--- config.mk ---
export PLATFORM = sky130hd
export DESIGN_NAME = led_pulse_monitor_flat
export DESIGN_NICKNAME = d
export VERILOG_FILES = /design/src/rtl/led_pulse_monitor_if.sv /design/src/rtl/led_pulse_monitor.sv /design/src/flat_wrapper.sv
export SDC_FILE = /design/constraint.sdc
export NUM_CORES = 1
export LEC_CHECK = 0
export ABC_AREA = 1
export CAP_MARGIN = 20
export CORE_MARGIN = 10
export CORE_UTILIZATION = 35
export CTS_BUF_LIST = sky130_fd_sc_hd__clkbuf_2 sky130_fd_sc_hd__clkbuf_4 sky130_fd_sc_hd__clkbuf_8
export DETAILED_ROUTE_END_ITERATION = 10
export SLEW_MARGIN = 15
export SYNTH_ARGS = -nofsm -noshare
export SYNTH_HDL_FRONTEND = slang
export SYNTH_SLANG_ARGS = --single-unit
--- constraint.sdc ---
create_clock -name CLK120 -period 1.75 [get_ports CLK120]
set_input_delay 0.175 -clock CLK120 [delete_from_list [all_inputs] [get_ports CLK120]]
set_output_delay 0.175 -clock CLK120 [all_outputs]
set_load 0.05 [all_outputs]
--- src/rtl/led_pulse_monitor_if.sv ---
// Readback record and valid/ack handshake between led_pulse_monitor and the processor.
// The master side produces the capture record. The slave side consumes the record and returns RD_ACK.
interface led_pulse_monitor_if #(
  parameter int unsigned DELAY_WIDTH = 24,
  parameter int unsigned PWID_WIDTH  = 16
);
  localparam int unsigned FLAG_WIDTH = 4;
  localparam int unsigned CNT_WIDTH  = 16;

  logic [DELAY_WIDTH-1:0] LED_DELAY_OUT;
  logic [PWID_WIDTH-1:0]  LED_WIDTH_OUT;
  logic [FLAG_WIDTH-1:0]  LED_FLAGS;
  logic                   STATUS_VALID;
  logic                   OVERRUN;
  logic [CNT_WIDTH-1:0]   PULSE_COUNT;
  logic [CNT_WIDTH-1:0]   MISSED_COUNT;
  logic                   RD_ACK;

  modport master (
    output LED_DELAY_OUT, LED_WIDTH_OUT, LED_FLAGS, STATUS_VALID, OVERRUN,
           PULSE_COUNT, MISSED_COUNT,
    input  RD_ACK
  );

  modport slave (
    input  LED_DELAY_OUT, LED_WIDTH_OUT, LED_FLAGS, STATUS_VALID, OVERRUN,
           PULSE_COUNT, MISSED_COUNT,
    output RD_ACK
  );
endinterface

--- src/rtl/led_pulse_monitor.sv ---
// LED flasher readback: measures the delay from 1PPS to the LED pulse and the pulse width, and flags seconds with no flash.
// The flash and miss counters exist only when LED_MON_COUNTERS_EN is defined; otherwise they read as zero.
module led_pulse_monitor #(
  parameter int unsigned DELAY_WIDTH = 24,
  parameter int unsigned PWID_WIDTH  = 16
) (
  input  logic               CLK120,
  input  logic               RESET,
  input  logic               ONE_PPS,
  input  logic               LEDBAR,
  input  logic               TRG_FLAG,
  input  logic               EXPECT_PPS,
  led_pulse_monitor_if.master rb
);
  localparam int unsigned FLAG_WIDTH = 4;
  localparam int unsigned CNT_WIDTH  = 16;

  typedef enum logic [1:0] {IDLE, ARMED, PULSE} state_t;

  state_t                 r_state;
  logic                   r_pps_meta, r_pps_sync, r_pps_prev;
  logic                   r_ledbar_prev, r_led_qual;
  logic [DELAY_WIDTH-1:0] r_dly_cnt, r_dly_lat;
  logic                   r_dly_sat, r_dly_lat_sat;
  logic [PWID_WIDTH-1:0]  r_wid_cnt;
  logic                   r_wid_sat, r_manual, r_trg;
  logic [DELAY_WIDTH-1:0] r_delay_out;
  logic [PWID_WIDTH-1:0]  r_width_out;
  logic [FLAG_WIDTH-1:0]  r_flags;
  logic                   r_valid, r_overrun;

  logic                   w_pps_edge, w_led_fall, w_led_rise;
  logic                   w_dly_full, w_wid_full, w_trg_any, w_cap, w_load;
  logic [DELAY_WIDTH-1:0] w_dly_inc;
  logic [PWID_WIDTH-1:0]  w_wid_inc;

  assign w_pps_edge = r_pps_sync & ~r_pps_prev;
  // r_led_qual keeps a LEDBAR held low across reset release from looking like a fall.
  assign w_led_fall = r_led_qual & r_ledbar_prev & ~LEDBAR;
  assign w_led_rise = ~r_ledbar_prev & LEDBAR;

  assign w_dly_full = &r_dly_cnt;
  assign w_dly_inc  = w_dly_full ? r_dly_cnt : r_dly_cnt + DELAY_WIDTH'(1);
  assign w_wid_full = &r_wid_cnt;
  assign w_wid_inc  = w_wid_full ? r_wid_cnt : r_wid_cnt + PWID_WIDTH'(1);
  assign w_trg_any  = r_trg | TRG_FLAG;
  assign w_cap      = (r_state == PULSE) & w_led_rise;
  assign w_load     = w_cap & (~r_valid | rb.RD_ACK);

`ifdef LED_MON_COUNTERS_EN
  logic [CNT_WIDTH-1:0] r_pulse_cnt, r_miss_cnt;
  assign rb.PULSE_COUNT  = r_pulse_cnt;
  assign rb.MISSED_COUNT = r_miss_cnt;
`else
  assign rb.PULSE_COUNT  = '0;
  assign rb.MISSED_COUNT = '0;
`endif

  assign rb.LED_DELAY_OUT = r_delay_out;
  assign rb.LED_WIDTH_OUT = r_width_out;
  assign rb.LED_FLAGS     = r_flags;
  assign rb.STATUS_VALID  = r_valid;
  assign rb.OVERRUN       = r_overrun;

  // Measurement FSM and record/handshake registers.
  always_ff @(posedge CLK120) begin
    if (RESET) begin
      r_state       <= IDLE;
      r_pps_meta    <= 1'b0;
      r_pps_sync    <= 1'b0;
      r_pps_prev    <= 1'b0;
      r_ledbar_prev <= 1'b1;
      r_led_qual    <= 1'b0;
      r_dly_cnt     <= '0;
      r_dly_sat     <= 1'b0;
      r_dly_lat     <= '0;
      r_dly_lat_sat <= 1'b0;
      r_wid_cnt     <= '0;
      r_wid_sat     <= 1'b0;
      r_manual      <= 1'b0;
      r_trg         <= 1'b0;
      r_delay_out   <= '0;
      r_width_out   <= '0;
      r_flags       <= '0;
      r_valid       <= 1'b0;
      r_overrun     <= 1'b0;
`ifdef LED_MON_COUNTERS_EN
      r_pulse_cnt   <= '0;
      r_miss_cnt    <= '0;
`endif
    end else begin
      r_pps_meta    <= ONE_PPS;
      r_pps_sync    <= r_pps_meta;
      r_pps_prev    <= r_pps_sync;
      r_ledbar_prev <= LEDBAR;
      r_led_qual    <= 1'b1;

      case (r_state)
        IDLE: begin
          if (w_led_fall) begin
            r_state       <= PULSE;
            r_manual      <= 1'b1;
            r_dly_lat     <= '0;
            r_dly_lat_sat <= 1'b0;
            r_wid_cnt     <= PWID_WIDTH'(1);
            r_wid_sat     <= 1'b0;
            r_trg         <= TRG_FLAG;
          end else if (w_pps_edge && EXPECT_PPS) begin
            r_state   <= ARMED;
            r_dly_cnt <= '0;
            r_dly_sat <= 1'b0;
          end
        end
        ARMED: begin
          // The fall cycle counts as a delay cycle, so the latched value is the incremented count.
          if (w_led_fall) begin
            r_state       <= PULSE;
            r_manual      <= 1'b0;
            r_dly_lat     <= w_dly_inc;
            r_dly_lat_sat <= r_dly_sat | w_dly_full;
            r_wid_cnt     <= PWID_WIDTH'(1);
            r_wid_sat     <= 1'b0;
            r_trg         <= TRG_FLAG;
          end else if (!EXPECT_PPS) begin
            r_state <= IDLE;
          end else if (w_pps_edge) begin
            r_dly_cnt <= '0;
            r_dly_sat <= 1'b0;
`ifdef LED_MON_COUNTERS_EN
            r_miss_cnt <= r_miss_cnt + CNT_WIDTH'(1);
`endif
          end else begin
            r_dly_cnt <= w_dly_inc;
            r_dly_sat <= r_dly_sat | w_dly_full;
          end
        end
        PULSE: begin
          r_trg <= w_trg_any;
          if (!LEDBAR) begin
            r_wid_cnt <= w_wid_inc;
            r_wid_sat <= r_wid_sat | w_wid_full;
          end
          if (w_led_rise) begin
`ifdef LED_MON_COUNTERS_EN
            r_pulse_cnt <= r_pulse_cnt + CNT_WIDTH'(1);
`endif
            if (EXPECT_PPS && !r_manual) begin
              r_state   <= ARMED;
              r_dly_cnt <= '0;
              r_dly_sat <= 1'b0;
            end else begin
              r_state <= IDLE;
            end
          end
        end
        default: r_state <= IDLE;
      endcase

      // A capture that finds an unread record is dropped and flagged as an overrun.
      if (w_load) begin
        r_delay_out <= r_dly_lat;
        r_width_out <= r_wid_cnt;
        r_flags     <= {r_wid_sat, r_dly_lat_sat, w_trg_any, r_manual};
        r_valid     <= 1'b1;
        r_overrun   <= 1'b0;
      end else if (w_cap) begin
        r_overrun <= 1'b1;
      end else if (rb.RD_ACK && r_valid) begin
        r_valid   <= 1'b0;
        r_overrun <= 1'b0;
      end
    end
  end
endmodule

--- src/flat_wrapper.sv ---
// flat-port wrapper written by rule: the top's interface ports become plain ports
module led_pulse_monitor_flat 
#(
  parameter int unsigned DELAY_WIDTH = 24,
  parameter int unsigned PWID_WIDTH  = 16
)
  (CLK120, RESET, ONE_PPS, LEDBAR, TRG_FLAG, EXPECT_PPS, rb_LED_DELAY_OUT, rb_LED_WIDTH_OUT, rb_LED_FLAGS, rb_STATUS_VALID, rb_OVERRUN, rb_PULSE_COUNT, rb_MISSED_COUNT, rb_RD_ACK);
  led_pulse_monitor_if #(.DELAY_WIDTH(DELAY_WIDTH), .PWID_WIDTH(PWID_WIDTH)) rb_i ();
  input  logic CLK120;
  input  logic RESET;
  input  logic ONE_PPS;
  input  logic LEDBAR;
  input  logic TRG_FLAG;
  input  logic EXPECT_PPS;
  output wire logic [$bits(rb_i.LED_DELAY_OUT)-1:0] rb_LED_DELAY_OUT;
  output wire logic [$bits(rb_i.LED_WIDTH_OUT)-1:0] rb_LED_WIDTH_OUT;
  output wire logic [$bits(rb_i.LED_FLAGS)-1:0] rb_LED_FLAGS;
  output wire logic [$bits(rb_i.STATUS_VALID)-1:0] rb_STATUS_VALID;
  output wire logic [$bits(rb_i.OVERRUN)-1:0] rb_OVERRUN;
  output wire logic [$bits(rb_i.PULSE_COUNT)-1:0] rb_PULSE_COUNT;
  output wire logic [$bits(rb_i.MISSED_COUNT)-1:0] rb_MISSED_COUNT;
  input wire logic [$bits(rb_i.RD_ACK)-1:0] rb_RD_ACK;
  assign rb_LED_DELAY_OUT = rb_i.LED_DELAY_OUT;
  assign rb_LED_WIDTH_OUT = rb_i.LED_WIDTH_OUT;
  assign rb_LED_FLAGS = rb_i.LED_FLAGS;
  assign rb_STATUS_VALID = rb_i.STATUS_VALID;
  assign rb_OVERRUN = rb_i.OVERRUN;
  assign rb_PULSE_COUNT = rb_i.PULSE_COUNT;
  assign rb_MISSED_COUNT = rb_i.MISSED_COUNT;
  assign rb_i.RD_ACK = rb_RD_ACK;
  led_pulse_monitor #(.DELAY_WIDTH(DELAY_WIDTH), .PWID_WIDTH(PWID_WIDTH)) u_core (.CLK120(CLK120), .RESET(RESET), .ONE_PPS(ONE_PPS), .LEDBAR(LEDBAR), .TRG_FLAG(TRG_FLAG), .EXPECT_PPS(EXPECT_PPS), .rb(rb_i));
endmodule
==> impl_metrics.csv <==
group,metric,value,unit
place,dp_slack,-74.3,ps
cells_and_area,fin_cells,1181,
synth,syn_inst,851,
detailed_routing,routed_via_density,4.66,
detailed_routing,drcViolationCount,0,
cells_and_area,final_common_cell,"nand2_1",
synth,synth_edf_count,0,
sta,fmax,0.598,GHz
critical_path,crit_required,2080,ps
run,cap_violations,0,
die,num_rows,46,
detailed_routing,drtPass1Iterations,5,
sta,skew,9.47,ps
detailed_routing,wl_per_cell,13.4,um
cells_and_area,layout_common_cells,"263 x nand2_1, 117 x dfxtp_1, 87 x a21oi_1",
power_and_ir_drop,p_leak,3.01,nW
worst_hold_path,hold_class,"input port to flop",
sta,whs,237,ps
die,core_area,0.0161,mm^2
cts,clk_latency,450,ps
global_routing,grt_use_total,0.145,
cells_and_area,drive_above_1_share,0.158,
cts,clockBufferDepth,2,
detailed_routing,drt-initial-drc-count,499,
synth,ys.flop_type,"dfxtp_1",
sta,final-max-slew-violation-count,0,
sta,final-setup-viol-count,0,
place,gp_congestion,0.854,
critical_path,path_class,"flop to flop",
global_routing,grt_pass1_vias,5045,
die,dieArea,0.0221,mm^2
cts,tritoncts,"built",
critical_path,crit_arrival,2010,ps
die,die_h,149,um
cts,cts_made_buffers,17,
synth,yosysTopAreaCell,"dfxtp_1",
place,dpl-instance-area,0.00682,mm^2
sta,post-route-period-util,0.955,
cells_and_area,post-route-util,0.457,
cells_and_area,fin_area,0.00734,mm^2
cts,clockRootBuffer,"clkbuf_8",
synth,ys_async_sr_fraction,0,
global_routing,grt_first_pass_wirelength,26100,um
power_and_ir_drop,peakVddDrop,490,uV
run_status,outcome,"finished clean",
cells_and_area,area_growth,26.8,%
synth,syn_area,0.00579,mm^2
synth,ys_types,33,
place,port_buffers,52,
global_routing,grt_overflow,0,
cells_and_area,layout.nets,963,
critical_path,reg2reg_setup_slack,80,ps
synth,ys_top_cells_by_area,"dfxtp_1 42%, nand2_1 17%, a21oi_1 7.8%, nand3_1 6.0%, nor2_1 5.3%",
cells_and_area,multi_input_area,0.00293,mm^2
sta,rsz0062_at_grt,"true",
synth,yosysTopAreaCellShare,0.422,
sta,setup_slack,78.6,ps
detailed_routing,drt_wl_total,15800,um
power_and_ir_drop,pwr_density_cell,802,mW/mm^2
sta,tightest_slew,650,ps
synth,yosys_warnings,0,
place,dp.cells,1147,
cts,clkTransAtPathRegs,70,ps
die,die_w,149,um
die,io_pins,85,
global_routing,grt_max_degree,56,
synth,avgSynthCellArea,6.80,um^2
cts,cts_sinks,122,
critical_path,crit_fanout,4,
cells_and_area,n_fill_cell,1688,
cells_and_area,diodes,0,
place,dp_hpwl,11300,um
sta,period_needed,1670,ps
synth,synth_seq_area_share,0.422,
synth,synth-seq-cells,122,
sta,slew_headroom,0.566,
critical_path,crit_path_end_kind,"flop",
global_routing,antenna_found_initial,0,
die,start_util,0.361,
detailed_routing,drtAntennaViolNets,0,
cts,htree_num_levels,4,
critical_path,crit_path_start_kind,"flop",
cells_and_area,ff_latch_area,0.00245,mm^2
detailed_routing,vias,5505,
sta,finalHoldViolations,0,
power by group:
group | switching (mW) | total, mW | leakage [nW] | internal (mW)
clock | 1.10 | 2.53 | 0.204 | 1.43
sequential | 0.0145 | 2.81 | 0.987 | 2.80
combinational | 0.417 | 0.542 | 1.82 | 0.126
total | 1.53 | 5.89 | 3.01 | 4.35
repair_timing:
| action | 4_1_cts | 5_1_grt |
|---|---|---|
| cloned | 0 | 0 |
| hold buffers | 1 | 0 |
| pin swaps | 0 | 9 |
| resized for setup | 44 | 40 |
| setup buffers | 0 | 3 |
| endpoints found under the setup margin | 56 | 83 |
| endpoints found under the hold margin | 2 | 0 |
cells in the mapped netlist, types with 2 or more instances:
cell type and instances:
nor2_1 82, nand4_1 11, nor2_4 2, a21oi_1 90, inv_2 5, nand2_1 266, xor2_1 12, buf_6 2
clkbuf_1 20, o21ai_0 26, nor2_2 4, ha_1 2, nand2_2 4, nor3_1 15, buf_2 8, inv_1 58
xnor2_1 2, nand3b_1 2, buf_4 37, nand3_1 69, dfxtp_1 122
registers in the layout (all words and copies together) (netlist names):
name / flops
u_core.r_dly_cnt: 24
u_core.r_dly_lat: 24
u_core.r_dly_lat_sat: 1
u_core.r_dly_sat: 1
u_core.r_led_qual: 1
u_core.r_ledbar_prev: 1
u_core.r_manual: 1
u_core.r_pps_meta: 1
u_core.r_pps_prev: 1
u_core.r_pps_sync: 1
u_core.r_state: 2
u_core.r_trg: 1
u_core.r_wid_cnt: 16
u_core.r_wid_sat: 1
u_core.rb.LED_DELAY_OUT: 24
u_core.rb.LED_FLAGS: 4
u_core.rb.LED_WIDTH_OUT: 16
u_core.rb.OVERRUN: 1
u_core.rb.STATUS_VALID: 1
per-layer routing:
layer / track usage / wire length (um) / up-vias
met2: 0.217 / 6930 / 125
met3: 0.0416 / 884 / 15
li1: - / - / 2877
met5: 0 / 0 / -
met4: 0.0431 / 184 / 0
met1: 0.197 / 7810 / 2488
worst paths after layout:
path / from / endpoint / cells past startpoint
min: ONE_PPS / u_core.r_pps_meta / 3
max: u_core.r_dly_cnt[4] / u_core.r_dly_cnt[16] / 9
max reg2reg: u_core.r_dly_cnt[4] / u_core.r_dly_cnt[16] / 9
min reg2reg: u_core.r_pps_meta / u_core.r_pps_sync / 2
per-stage QoR:
step                TNS, ps  power, mW
floorplan                 0       3.31
CTS                       0       5.94
global placement      -1110       3.41
detailed placement    -2270       3.40
finish                    0       5.89
global route           -113       6.13
cell type report:
| class | instances | share of cell area |
|---|---|---|
| Clock inverter | 7 | 0.0124 |
| Sequential cell | 122 | 0.334 |
| Tap cell | 216 | 0.0368 |
| Clock buffer | 23 | 0.0414 |
| Multi-Input combinational cell | 629 | 0.399 |
| Timing Repair Buffer | 120 | 0.144 |
| Inverter | 64 | 0.0336 |
logic make-up after synthesis:
family / after synthesis / synth area share
compound gates: 123 / 0.109
xor+xnor: 14 / 0.0212
fa+ha+maj: 2 / 0.00432
buf+inv: 131 / 0.113
flops: 122 / 0.422
other cells: 1 / 0.000648
simple gates: 458 / 0.329
worst max-delay path: stages (launching register included):
cell	delay, ps
dfxtp_1	400
nand2_1	140
nor2_2	190
buf_4	170
nand3_4	70
nor2_4	150
buf_6	120
nand2_1	60
o211ai_1	180
a21oi_1	80
Note: power is estimated with default switching activity, not from simulation.
